**config.mk**
```make
export PLATFORM = sky130hd
export DESIGN_NAME = cypher_datapath_flat
export DESIGN_NICKNAME = d
export VERILOG_FILES = /design/src/rtl/cypher_if.sv /design/src/rtl/cypher_datapath.sv /design/src/flat_wrapper.sv
export SDC_FILE = /design/constraint.sdc
export NUM_CORES = 1
export LEC_CHECK = 0
export ABC_AREA = 1
export CORE_MARGIN = 1.5
export CORE_UTILIZATION = 56
export DETAILED_ROUTE_END_ITERATION = 10
export PLACE_DENSITY = 0.94
export SYNTH_ARGS = -nofsm -noshare
export SYNTH_HDL_FRONTEND = slang
export SYNTH_SLANG_ARGS = --single-unit
```
**constraint.sdc**
```tcl
create_clock -name clock -period 4.73 [get_ports clock]
set_input_delay 0.7095 -clock clock [delete_from_list [all_inputs] [get_ports clock]]
set_output_delay 0.7095 -clock clock [all_outputs]
set_load 0.005 [all_outputs]
```
**src/rtl/cypher_if.sv**
```systemverilog
// Signal bundle between the cypher-detect control unit (master) and its datapath (slave).
interface cypher_if #(
  parameter int NIBBLE_W    = 4,
  parameter int NIBBLES     = 4,
  parameter int MATCH_CNT_W = 8
);
  localparam int CW = NIBBLE_W * NIBBLES;

  logic [CW-1:0]          cypher_in;
  logic                   cypher_register_enable;
  logic [NIBBLE_W-1:0]    nibble_in;
  logic                   nibble_valid;
  logic                   input_register_enable;
  logic                   compare_enable;
  logic                   output_enable;

  logic                   armed;
  logic                   window_full;
  logic                   match;
  logic                   match_seen;
  logic [MATCH_CNT_W-1:0] match_count;
  logic [CW-1:0]          data_out;
  logic                   out_valid;
  logic                   locked;

  modport master (
    output cypher_in, cypher_register_enable, nibble_in, nibble_valid,
           input_register_enable, compare_enable, output_enable,
    input  armed, window_full, match, match_seen, match_count, data_out,
           out_valid, locked
  );

  modport slave (
    input  cypher_in, cypher_register_enable, nibble_in, nibble_valid,
           input_register_enable, compare_enable, output_enable,
    output armed, window_full, match, match_seen, match_count, data_out,
           out_valid, locked
  );
endinterface

```
**src/rtl/cypher_datapath.sv**
```systemverilog
// Cypher capture, sliding nibble window, compare and output register for the cypher-detect unit.
// Define CYPHER_MISMATCH_LOCK_EN to add the three-consecutive-miss lockout state.
module cypher_datapath #(
  parameter int NIBBLE_W    = 4,
  parameter int NIBBLES     = 4,
  parameter int MATCH_CNT_W = 8
) (
  input  logic     clock,
  input  logic     reset,
  cypher_if.slave  bus
);
  localparam int CW     = NIBBLE_W * NIBBLES;
  localparam int FILL_W = $clog2(NIBBLES + 1);
  localparam logic [FILL_W-1:0] FILL_FULL = FILL_W'(NIBBLES);

  typedef enum logic [1:0] {
    UNARMED = 2'd0,
    ARMED   = 2'd1,
    MATCHED = 2'd2,
    LOCKED  = 2'd3
  } state_t;

  state_t            state, state_next;
  logic [CW-1:0]     cypher_reg;
  logic [CW-1:0]     window;
  logic [FILL_W-1:0] fill, fill_next;

  logic load, frozen, shift_en, cmp_en, hit, miss, out_en;

`ifdef CYPHER_MISMATCH_LOCK_EN
  logic [1:0] miss_cnt;
`endif

  // NOTE: every signal assigned in always_comb gets a default first so no latch is inferred.
  always_comb begin
    load       = bus.cypher_register_enable;
    frozen     = (state == LOCKED);
    shift_en   = !load && bus.input_register_enable && bus.nibble_valid && !frozen;
    cmp_en     = !load && bus.compare_enable && (fill == FILL_FULL) &&
                 ((state == ARMED) || (state == MATCHED));
    hit        = cmp_en && (window == cypher_reg);
    miss       = cmp_en && !hit;
    out_en     = bus.output_enable && !frozen;

    fill_next  = fill;
    if (load)
      fill_next = '0;
    else if (shift_en && (fill != FILL_FULL))
      fill_next = fill + 1'b1;

    state_next = state;
    if (load)
      state_next = ARMED;
    else if (hit)
      state_next = MATCHED;
`ifdef CYPHER_MISMATCH_LOCK_EN
    else if (miss && (miss_cnt == 2'd2))
      state_next = LOCKED;
`endif
  end

  // NOTE: sequential state uses non-blocking assignments so every register samples pre-edge values.
  always_ff @(posedge clock or negedge reset) begin
    if (!reset) begin
      state           <= UNARMED;
      cypher_reg      <= '0;
      window          <= '0;
      fill            <= '0;
      bus.armed       <= 1'b0;
      bus.window_full <= 1'b0;
      bus.match       <= 1'b0;
      bus.match_seen  <= 1'b0;
      bus.match_count <= '0;
      bus.data_out    <= '0;
      bus.out_valid   <= 1'b0;
    end else begin
      state           <= state_next;
      fill            <= fill_next;
      bus.armed       <= (state_next == ARMED) || (state_next == MATCHED);
      bus.window_full <= (fill_next == FILL_FULL);
      bus.match       <= hit;
      bus.out_valid   <= out_en;

      if (load) begin
        cypher_reg <= bus.cypher_in;
        window     <= '0;
      end else if (shift_en) begin
        // Oldest nibble leaves from the MSBs, newest enters at the LSBs.
        window <= {window[CW-NIBBLE_W-1:0], bus.nibble_in};
      end

      if (load)
        bus.match_seen <= 1'b0;
      else if (hit)
        bus.match_seen <= 1'b1;

      if (hit && (bus.match_count != {MATCH_CNT_W{1'b1}}))
        bus.match_count <= bus.match_count + 1'b1;

      // Snapshot takes the pre-edge window, so a same-cycle shift is not visible here.
      if (out_en)
        bus.data_out <= window;
    end
  end

`ifdef CYPHER_MISMATCH_LOCK_EN
  always_ff @(posedge clock or negedge reset) begin
    if (!reset) begin
      miss_cnt   <= 2'd0;
      bus.locked <= 1'b0;
    end else begin
      bus.locked <= (state_next == LOCKED);
      if (load || hit)
        miss_cnt <= 2'd0;
      else if (miss && (miss_cnt != 2'd3))
        miss_cnt <= miss_cnt + 2'd1;
    end
  end
`else
  assign bus.locked = 1'b0;
`endif

endmodule

```
**src/flat_wrapper.sv**
```systemverilog
// flat-port wrapper written by rule: the top's interface ports become plain ports
module cypher_datapath_flat 
#(
  parameter int NIBBLE_W    = 4,
  parameter int NIBBLES     = 4,
  parameter int MATCH_CNT_W = 8
)
  (clock, reset, bus_cypher_in, bus_cypher_register_enable, bus_nibble_in, bus_nibble_valid, bus_input_register_enable, bus_compare_enable, bus_output_enable, bus_armed, bus_window_full, bus_match, bus_match_seen, bus_match_count, bus_data_out, bus_out_valid, bus_locked);
  cypher_if #(.NIBBLE_W(NIBBLE_W), .NIBBLES(NIBBLES), .MATCH_CNT_W(MATCH_CNT_W)) bus_i ();
  input  logic clock;
  input  logic reset;
  input wire logic [$bits(bus_i.cypher_in)-1:0] bus_cypher_in;
  input wire logic [$bits(bus_i.cypher_register_enable)-1:0] bus_cypher_register_enable;
  input wire logic [$bits(bus_i.nibble_in)-1:0] bus_nibble_in;
  input wire logic [$bits(bus_i.nibble_valid)-1:0] bus_nibble_valid;
  input wire logic [$bits(bus_i.input_register_enable)-1:0] bus_input_register_enable;
  input wire logic [$bits(bus_i.compare_enable)-1:0] bus_compare_enable;
  input wire logic [$bits(bus_i.output_enable)-1:0] bus_output_enable;
  output wire logic [$bits(bus_i.armed)-1:0] bus_armed;
  output wire logic [$bits(bus_i.window_full)-1:0] bus_window_full;
  output wire logic [$bits(bus_i.match)-1:0] bus_match;
  output wire logic [$bits(bus_i.match_seen)-1:0] bus_match_seen;
  output wire logic [$bits(bus_i.match_count)-1:0] bus_match_count;
  output wire logic [$bits(bus_i.data_out)-1:0] bus_data_out;
  output wire logic [$bits(bus_i.out_valid)-1:0] bus_out_valid;
  output wire logic [$bits(bus_i.locked)-1:0] bus_locked;
  assign bus_i.cypher_in = bus_cypher_in;
  assign bus_i.cypher_register_enable = bus_cypher_register_enable;
  assign bus_i.nibble_in = bus_nibble_in;
  assign bus_i.nibble_valid = bus_nibble_valid;
  assign bus_i.input_register_enable = bus_input_register_enable;
  assign bus_i.compare_enable = bus_compare_enable;
  assign bus_i.output_enable = bus_output_enable;
  assign bus_armed = bus_i.armed;
  assign bus_window_full = bus_i.window_full;
  assign bus_match = bus_i.match;
  assign bus_match_seen = bus_i.match_seen;
  assign bus_match_count = bus_i.match_count;
  assign bus_data_out = bus_i.data_out;
  assign bus_out_valid = bus_i.out_valid;
  assign bus_locked = bus_i.locked;
  cypher_datapath #(.NIBBLE_W(NIBBLE_W), .NIBBLES(NIBBLES), .MATCH_CNT_W(MATCH_CNT_W)) u_core (.clock(clock), .reset(reset), .bus(bus_i));
endmodule
```
**Word-level counts from Yosys, hierarchy flattened**

Index checks and enable logic that the tools add are counted.

- Bits in registers: 66
- Input port bits: 27
- Word-level logic and storage cells: 47

- Add/subtract/negate cells: 2
- Reduce and logical (&&, ||, !) cells: 16
- Muxes and demuxes: 8
- Eq/ne operators: 10

Operators with widths:

| cell | number |
|---|---|
| two-way mux 16 bit | 2 |
| == test 16 bit | 1 |
| logical AND 1 bit | 10 |
| adder 8 x 1 -> 8 bit (second input constant) | 1 |
| != test 8 bit (second input constant) | 1 |
| == test 2 bit (second input constant) | 3 |
| == test 3 bit (second input constant) | 2 |
| two-way mux 3 bit | 2 |
| == test 2 x 1 -> 1 bit (second input constant) | 2 |
| two-way mux 2 bit | 2 |
| nonzero test 2 bit | 2 |
| adder 3 x 1 -> 3 bit (second input constant) | 1 |
| != test 3 bit (second input constant) | 1 |
| logical NOT 1 bit | 2 |
| logical OR 1 bit | 2 |
| two-way mux 1 bit | 2 |

**Longest topological paths before layout**

Gate-level depths: netlist (run 1).

- Word-level depth: 9
- Gate-level depth with buffers: 13
- Gate-level depth less buffers: 13

**Least setup slack after synthesis (run 1)**

Ideal clock, no wire load.

- Path type: in2reg
- Start point: input port bus_cypher_register_enable
- End point: register u_core.bus.match_count[2]
- Cell stages on the path: 5
- Path buffers: 1
- Path slack: 3.073 ns
- Data required time: 4.612 ns
- Arrival time: 1.539 ns
- Cell sequence: buf_6 -> nor4_4 -> nand3_4 -> nand2_1 -> nand2_1

- Word-level cells in the longest chain between the ends: 6

Ends and longest elaborated chain:

| what | line | source |
|---|---|---|
| start: declaration | flat_wrapper.sv:13 | `input wire logic [$bits(bus_i.cypher_register_enable)-1:0] bus_cypher_register_enable;` |
| logical NOT 1 bit | cypher_datapath.sv:39 | `cmp_en = !load && bus.compare_enable && (fill == FILL_FULL) &&` |
| logical AND 1 bit (3 in series) | cypher_datapath.sv:39 |  |
| logical AND 1 bit | cypher_datapath.sv:41 | `hit = cmp_en && (window == cypher_reg);` |
| logical AND 1 bit | cypher_datapath.sv:97 | `if (hit && (bus.match_count != {MATCH_CNT_W{1'b1}}))` |
| end signal: assignment | cypher_datapath.sv:98 | `bus.match_count <= bus.match_count + 1'b1;` |
| end: declaration | cypher_if.sv:36 | `output armed, window_full, match, match_seen, match_count, data_out,` |

No other way between the ends.
A chain may end at the register's enable or synchronous reset.

**Worst setup path after layout (run 1)**

- Start point: input port bus_cypher_register_enable
- End point: register u_core.bus.match_count[5]

The elaborated chain is that of the path after synthesis.

==> results of run 1 <==
==> cell usage after synthesis (all sizes together) <==
| cell type | count |
|---|---|
| nand3b | 1 |
| clkbuf | 7 |
| buf | 3 |
| nand4 | 10 |
| nor2 | 25 |
| inv | 48 |
| o21ai | 36 |
| xnor2 | 5 |
| nand2 | 117 |
| xor2 | 3 |
| nand3 | 11 |
| a22oi | 1 |
| a21oi | 2 |
| clkinv | 1 |
| nor3 | 2 |
| ha | 4 |
| and2 | 1 |
| o22ai | 11 |
| nor4 | 1 |
| dfrtp | 66 |
| o21bai | 1 |
| conb | 1 |
==> worst max-delay path: cells and delay by family <==
kind	cells	cell delay (ns)
buf+inv	2	1.15
simple gates	4	0.84
==> cell families after synthesis <==
| family | after synthesis | share of synthesized area, % |
|---|---|---|
| AO/OA/AOI/OAI | 51 | 8.88 |
| XOR/XNOR | 8 | 2.24 |
| adder cells (fa/ha/maj) | 4 | 1.60 |
| buffers and inverters | 59 | 7.72 |
| flip-flops | 66 | 52.8 |
| other | 1 | 0.120 |
| AND/OR/NAND/NOR | 168 | 26.6 |
==> metrics by stage <==
stage          utilization, %  worst slack, ns  area, um^2  hold WS [ns]
5_1_grt                  72.0             2.12        3910         0.319
3_5_place_dp             68.5             1.91        3730         0.474
6_report                 72.0             2.25        3910         0.289
3_3_place_gp             68.5             1.94        3730         0.470
4_1_cts                  72.0             2.28        3910         0.302
2_1_floorplan               -             3.07        3130         0.414
==> layer usage <==
layer | vias up | GRT usage [%]
met3 | 20 | 6.35
li1 | 1246 | -
met1 | 1222 | 31.1
met2 | 87 | 42.9
met5 | - | 0
met4 | 0 | 13.6
==> power by group through the flow <==
stage	logic, mW	registers [mW]	clock network [mW]
finish	0.128	0.597	0.459
global route	0.144	0.598	0.485
CTS	0.129	0.596	0.458
detailed placement	0.128	0.607	0
global placement	0.123	0.605	0
floorplan	0.0716	0.604	0
==> worst min-delay path by stage <==
stage	end
3_3_place_gp	u_core.bus.data_out[12]
3_5_place_dp	u_core.bus.data_out[1]
5_1_grt	u_core.bus.data_out[4]
2_1_floorplan	u_core.bus.armed
6_report	u_core.bus.data_out[1]
4_1_cts	u_core.bus.data_out[1]
==> final cells by class <==
| class | instances | area (um^2) |
|---|---|---|
| clock buffer | 11 | 131 |
| clock inverter | 5 | 55.1 |
| fill | 394 | 1530 |
| inverter | 49 | 191 |
| multi-input combinational | 232 | 1230 |
| sequential | 66 | 1650 |
| tap | 72 | 90.1 |
| timing repair buffer | 57 | 561 |
==> impl_metrics.ini, run 1 <==
[route]
drt-initial-drc-count = 276
dr_wl_met3_um = 348
route.top_layer_used = met4
vias = 2575
dr.pass1.iters = 4
viasPerCell = 5.23
routedWlPerCell_um = 14.3
wl_met1_mm = 2.83
routed_wl_mm = 7.06
postRouteAntennaNets = 0
wl_met2_mm = 3.67
drc = 0

[clock_network]
htree_levels = 3
worstSkewPairLatency_ns = 0.35
cts_buffers = 9
cts_resized = 0
clock_sinks = 66
cts_max_path_buffers = 2
cts_tree = done
clk_pin_slew_ns = 0.07
root_buffer = clkbuf_8
post-cts-setup-buffer-count = 0
cts_hold_buf = 0

[layout]
syn2layout_area_growth_pct = 25.2
drive_gt1_share_pct = 15.2
instances_no_fill = 492
final_cell_mix = 107 x nand2_1, 66 x dfrtp_1, 54 x clkdlybuf4s50_1, 35 x o21ai_0, 31 x inv_1
layout.nets = 446
antenna_cells = 0
final_common_cell = nand2_1

[grt]
grt-ovfl-total = 0
grt_util_all_layers_pct = 25.9
antenna_found_initial = 0
grt_max_degree = 48
grt_pass1_wl_mm = 11.9
grt_pass1_vias = 2590

[setup_path]
reg2reg_to = u_core.bus.data_out[6]
cp-endpoint = u_core.bus.match_count[5]
reg2reg_from = u_core.state[0]
worstSetupPathType = in2reg
cp-end-kind = register
worst_path_max_delay_cell = clkdlybuf4s50_1
path_common_cell = nand2_1
cp_max_fo = 19
r2r_cells = 4
rrSetupSlack_ns = 2.98
crit_required_ns = 4.97
start_kind = input pin
arrival_ns = 2.71
crit_path_max_incr_delay_ns = 0.77
crit_path_start = bus_cypher_register_enable
crit_chain = clkdlybuf4s50_1 -> buf_4 -> nor4_4 -> nand3_4 -> nand2_1 -> nand2_1

[power_and_ir_drop]
power.density_mw_per_mm2 = 303
p_switching_uw = 307
combPwrFrac_pct = 10.8
seqPwrFrac_pct = 50.4
p_leak_nw = 1.90
total_power_mw = 1.18
p_int_uw = 878
peakVddDrop_mv = 0.208
swShare_pct = 25.9
power_frac_clock_pct = 38.8

[floorplan]
core-area_mm2 = 0.00544
rows = 27
die_w_um = 77.7
boundaryPins = 57
die_y_um = 77.7
dieArea_mm2 = 0.00604
start_util_pct = 57.5

[synth]
synth_area_per_cell_um2 = 8.76
synthTopCellsByArea = dfrtp_1 53%, nand2_1 13%, o21ai_0 5.6%
ys_warn_count = 0
synth.distinct_cells = 35
yosysTopAreaCellShare_pct = 52.8
synth_seq_cells = 66
syn_inst = 357
yosysTopAreaCell = dfrtp_1
ys_seq_area_share_pct = 52.8
syn_nets = 388
synth_area_mm2 = 0.00313

[status]
status = complete, no violations

[placement]
hpwl_mm = 5.04
io_buffers = 55
place_congestion = 0.891
dp_cells = 476

[timing]
rsz0062_at_grt = false
fmax_mhz = 404
fin_worst_skew_ns = 0.00666
final.setup.tns_ns = 0
hold_viol_final = 0
fin_crit_ns = 2.48
slew-limit-headroom_pct = 42.1
worst_pin_slew_ns = 0.866
slew_viol_final = 0
setup_viol = 0
post-route-period-util_pct = 52.3

[worst_hold_path]
worst_hold_path_type = in2async

[run]
maxCapViolCount = 0
No activity file was read; power rests on OpenSTA's default activity.
==> run 2: changes to the inputs <==
Settings changed: CORE_UTILIZATION 56 to 47, PLACE_DENSITY 0.94 to 0.85.
Clock period 4.73 ns to 2.25 ns, I/O delays scaled along.
==> impl_metrics.ini, run 2 (same netlist as run 1, synthesis figures left out) <==
[setup_path]
start_kind = register
worstSetupPathType = reg2reg
crit_path_start = u_core.fill[0]
crit_required_ns = 2.49
rrSetupSlack_ns = 0.53
r2r_cells = 13
crit_path_max_incr_delay_ns = 0.39
reg2reg_to = u_core.bus.armed
reg2reg_from = u_core.fill[0]
worst-path-buf-inv = 2
cpLargestDelayFamily = simple AND/OR/NAND/NOR gates
cp_max_fo = 4
worst_path_max_delay_cell = dfrtp_1
arrival_ns = 1.96
crit_chain = inv_1 -> ha_1 -> nand2_2 -> inv_2 -> nand2_1 -> nor2_1 -> nand2_1 -> nor2_2 -> nand3_2 -> nand2_2 -> nand2_1 -> nand2_1 -> nand2_1
path_common_cell = nand2_1
cp-end-kind = register

[power_and_ir_drop]
power_frac_clock_pct = 45.0
p_switching_uw = 641
swShare_pct = 23.1
power.density_mw_per_mm2 = 689
p_int_mw = 2.13
combPwrFrac_pct = 9.8
seqPwrFrac_pct = 45.2
peakVddDrop_mv = 0.395
p_leak_nw = 1.96
total_power_mw = 2.77

[floorplan]
core-area_mm2 = 0.00639
die_w_um = 84.6
die_y_um = 84.6
dieArea_mm2 = 0.00715
start_util_pct = 49.0
rows = 29
boundaryPins = 57

[timing]
fin_worst_skew_ns = 0.00676
slew_viol_final = 0
post-route-period-util_pct = 76.6
worst_hold_slack_ns = 0.488
hold_viol_final = 0
rsz0062_at_grt = false
fin_crit_ns = 1.72
setup_viol = 0
worst_pin_slew_ns = 0.500
final.setup.tns_ns = 0
fmax_mhz = 580
slew-limit-headroom_pct = 66.6

[placement]
io_buffers = 55
place_congestion = 0.837
hpwl_mm = 5.08

[grt]
grt_util_all_layers_pct = 21.2
grt_pass1_vias = 2546
grt_pass1_wl_mm = 11.8
grt-ovfl-total = 0
grt_max_degree = 34
antenna_found_initial = 0

[clock_network]
cts_max_path_buffers = 2
root_buffer = clkbuf_8
post-cts-setup-buffer-count = 0
cts_buffers = 9
clock_sinks = 66
htree_levels = 3
cts_hold_buf = 1
worstSkewPairLatency_ns = 0.35
cts_resized = 0
cts_tree = done
clk_pin_slew_ns = 0.07

[status]
status = complete, no violations

[layout]
final_cell_mix = 107 x nand2_1, 66 x dfrtp_1, 54 x clkdlybuf4s50_1, 35 x o21ai_0, 31 x inv_1
drive_gt1_share_pct = 16.5
antenna_cells = 0
syn2layout_area_growth_pct = 28.7
final_common_cell = nand2_1
layout.nets = 451

[worst_hold_path]
worst_hold_path_type = in2async

[route]
vias = 2601
postRouteAntennaNets = 0
routed_wl_mm = 7.02
drt-initial-drc-count = 188
routedWlPerCell_um = 14.0
drc = 0
viasPerCell = 5.18
dr.pass1.iters = 4

[run]
maxCapViolCount = 0
[run 2: metal layers]
| metal | part of all wire (%) | routed length (um) | GRT usage (%) |
|---|---|---|---|
| met1 | 42 | 2950 | 26.2 |
| met2 | 51 | 3600 | 35.1 |
| met3 | 4.7 | 328 | 4.92 |
| met4 | 2.1 | 145 | 10.1 |
| met5 | 0 | 0 | 0 |
[run 2: metrics by stage]
| stage | area (um^2) | setup WS (ns) | cells | utilization [%] |
|---|---|---|---|---|
| 2_1_floorplan | 3130 | 0.734 | 357 | - |
| 3_3_place_gp | 3760 | 0.316 | 485 | 58.9 |
| 3_5_place_dp | 3760 | 0.272 | 485 | 58.9 |
| 4_1_cts | 4030 | 0.530 | 502 | 63.0 |
| 5_1_grt | 4030 | 0.346 | 502 | 63.0 |
| 6_report | 4030 | 0.525 | 502 | 63.0 |
[run 2: final cells by class]
| class | count | area [um^2] |
|---|---|---|
| clock buffer | 11 | 151 |
| clock inverter | 5 | 100 |
| fill | 524 | 2360 |
| inverter | 49 | 191 |
| multi-input combinational | 232 | 1230 |
| sequential | 66 | 1650 |
| tap | 77 | 96.3 |
| timing repair buffer | 62 | 601 |
[run 2: power by group through the flow]
stage	clock, mW	sequential, mW	combinational [mW]
finish	1.25	1.25	0.273
global route	1.32	1.26	0.305
CTS	1.26	1.25	0.276
detailed placement	0	1.27	0.272
global placement	0	1.27	0.264
floorplan	0	1.27	0.150
[run 2: worst max path at each step]
stage                                 to  slack, ns  depth (start not counted)
2_1_floorplan  u_core.bus.match_count[2]       0.73                          6
3_3_place_gp            u_core.window[0]       0.32                          5
3_5_place_dp            u_core.window[0]       0.27                          5
4_1_cts                 u_core.bus.armed       0.53                         13
5_1_grt                 u_core.bus.armed       0.35                         13
6_report                u_core.bus.armed       0.53                         13
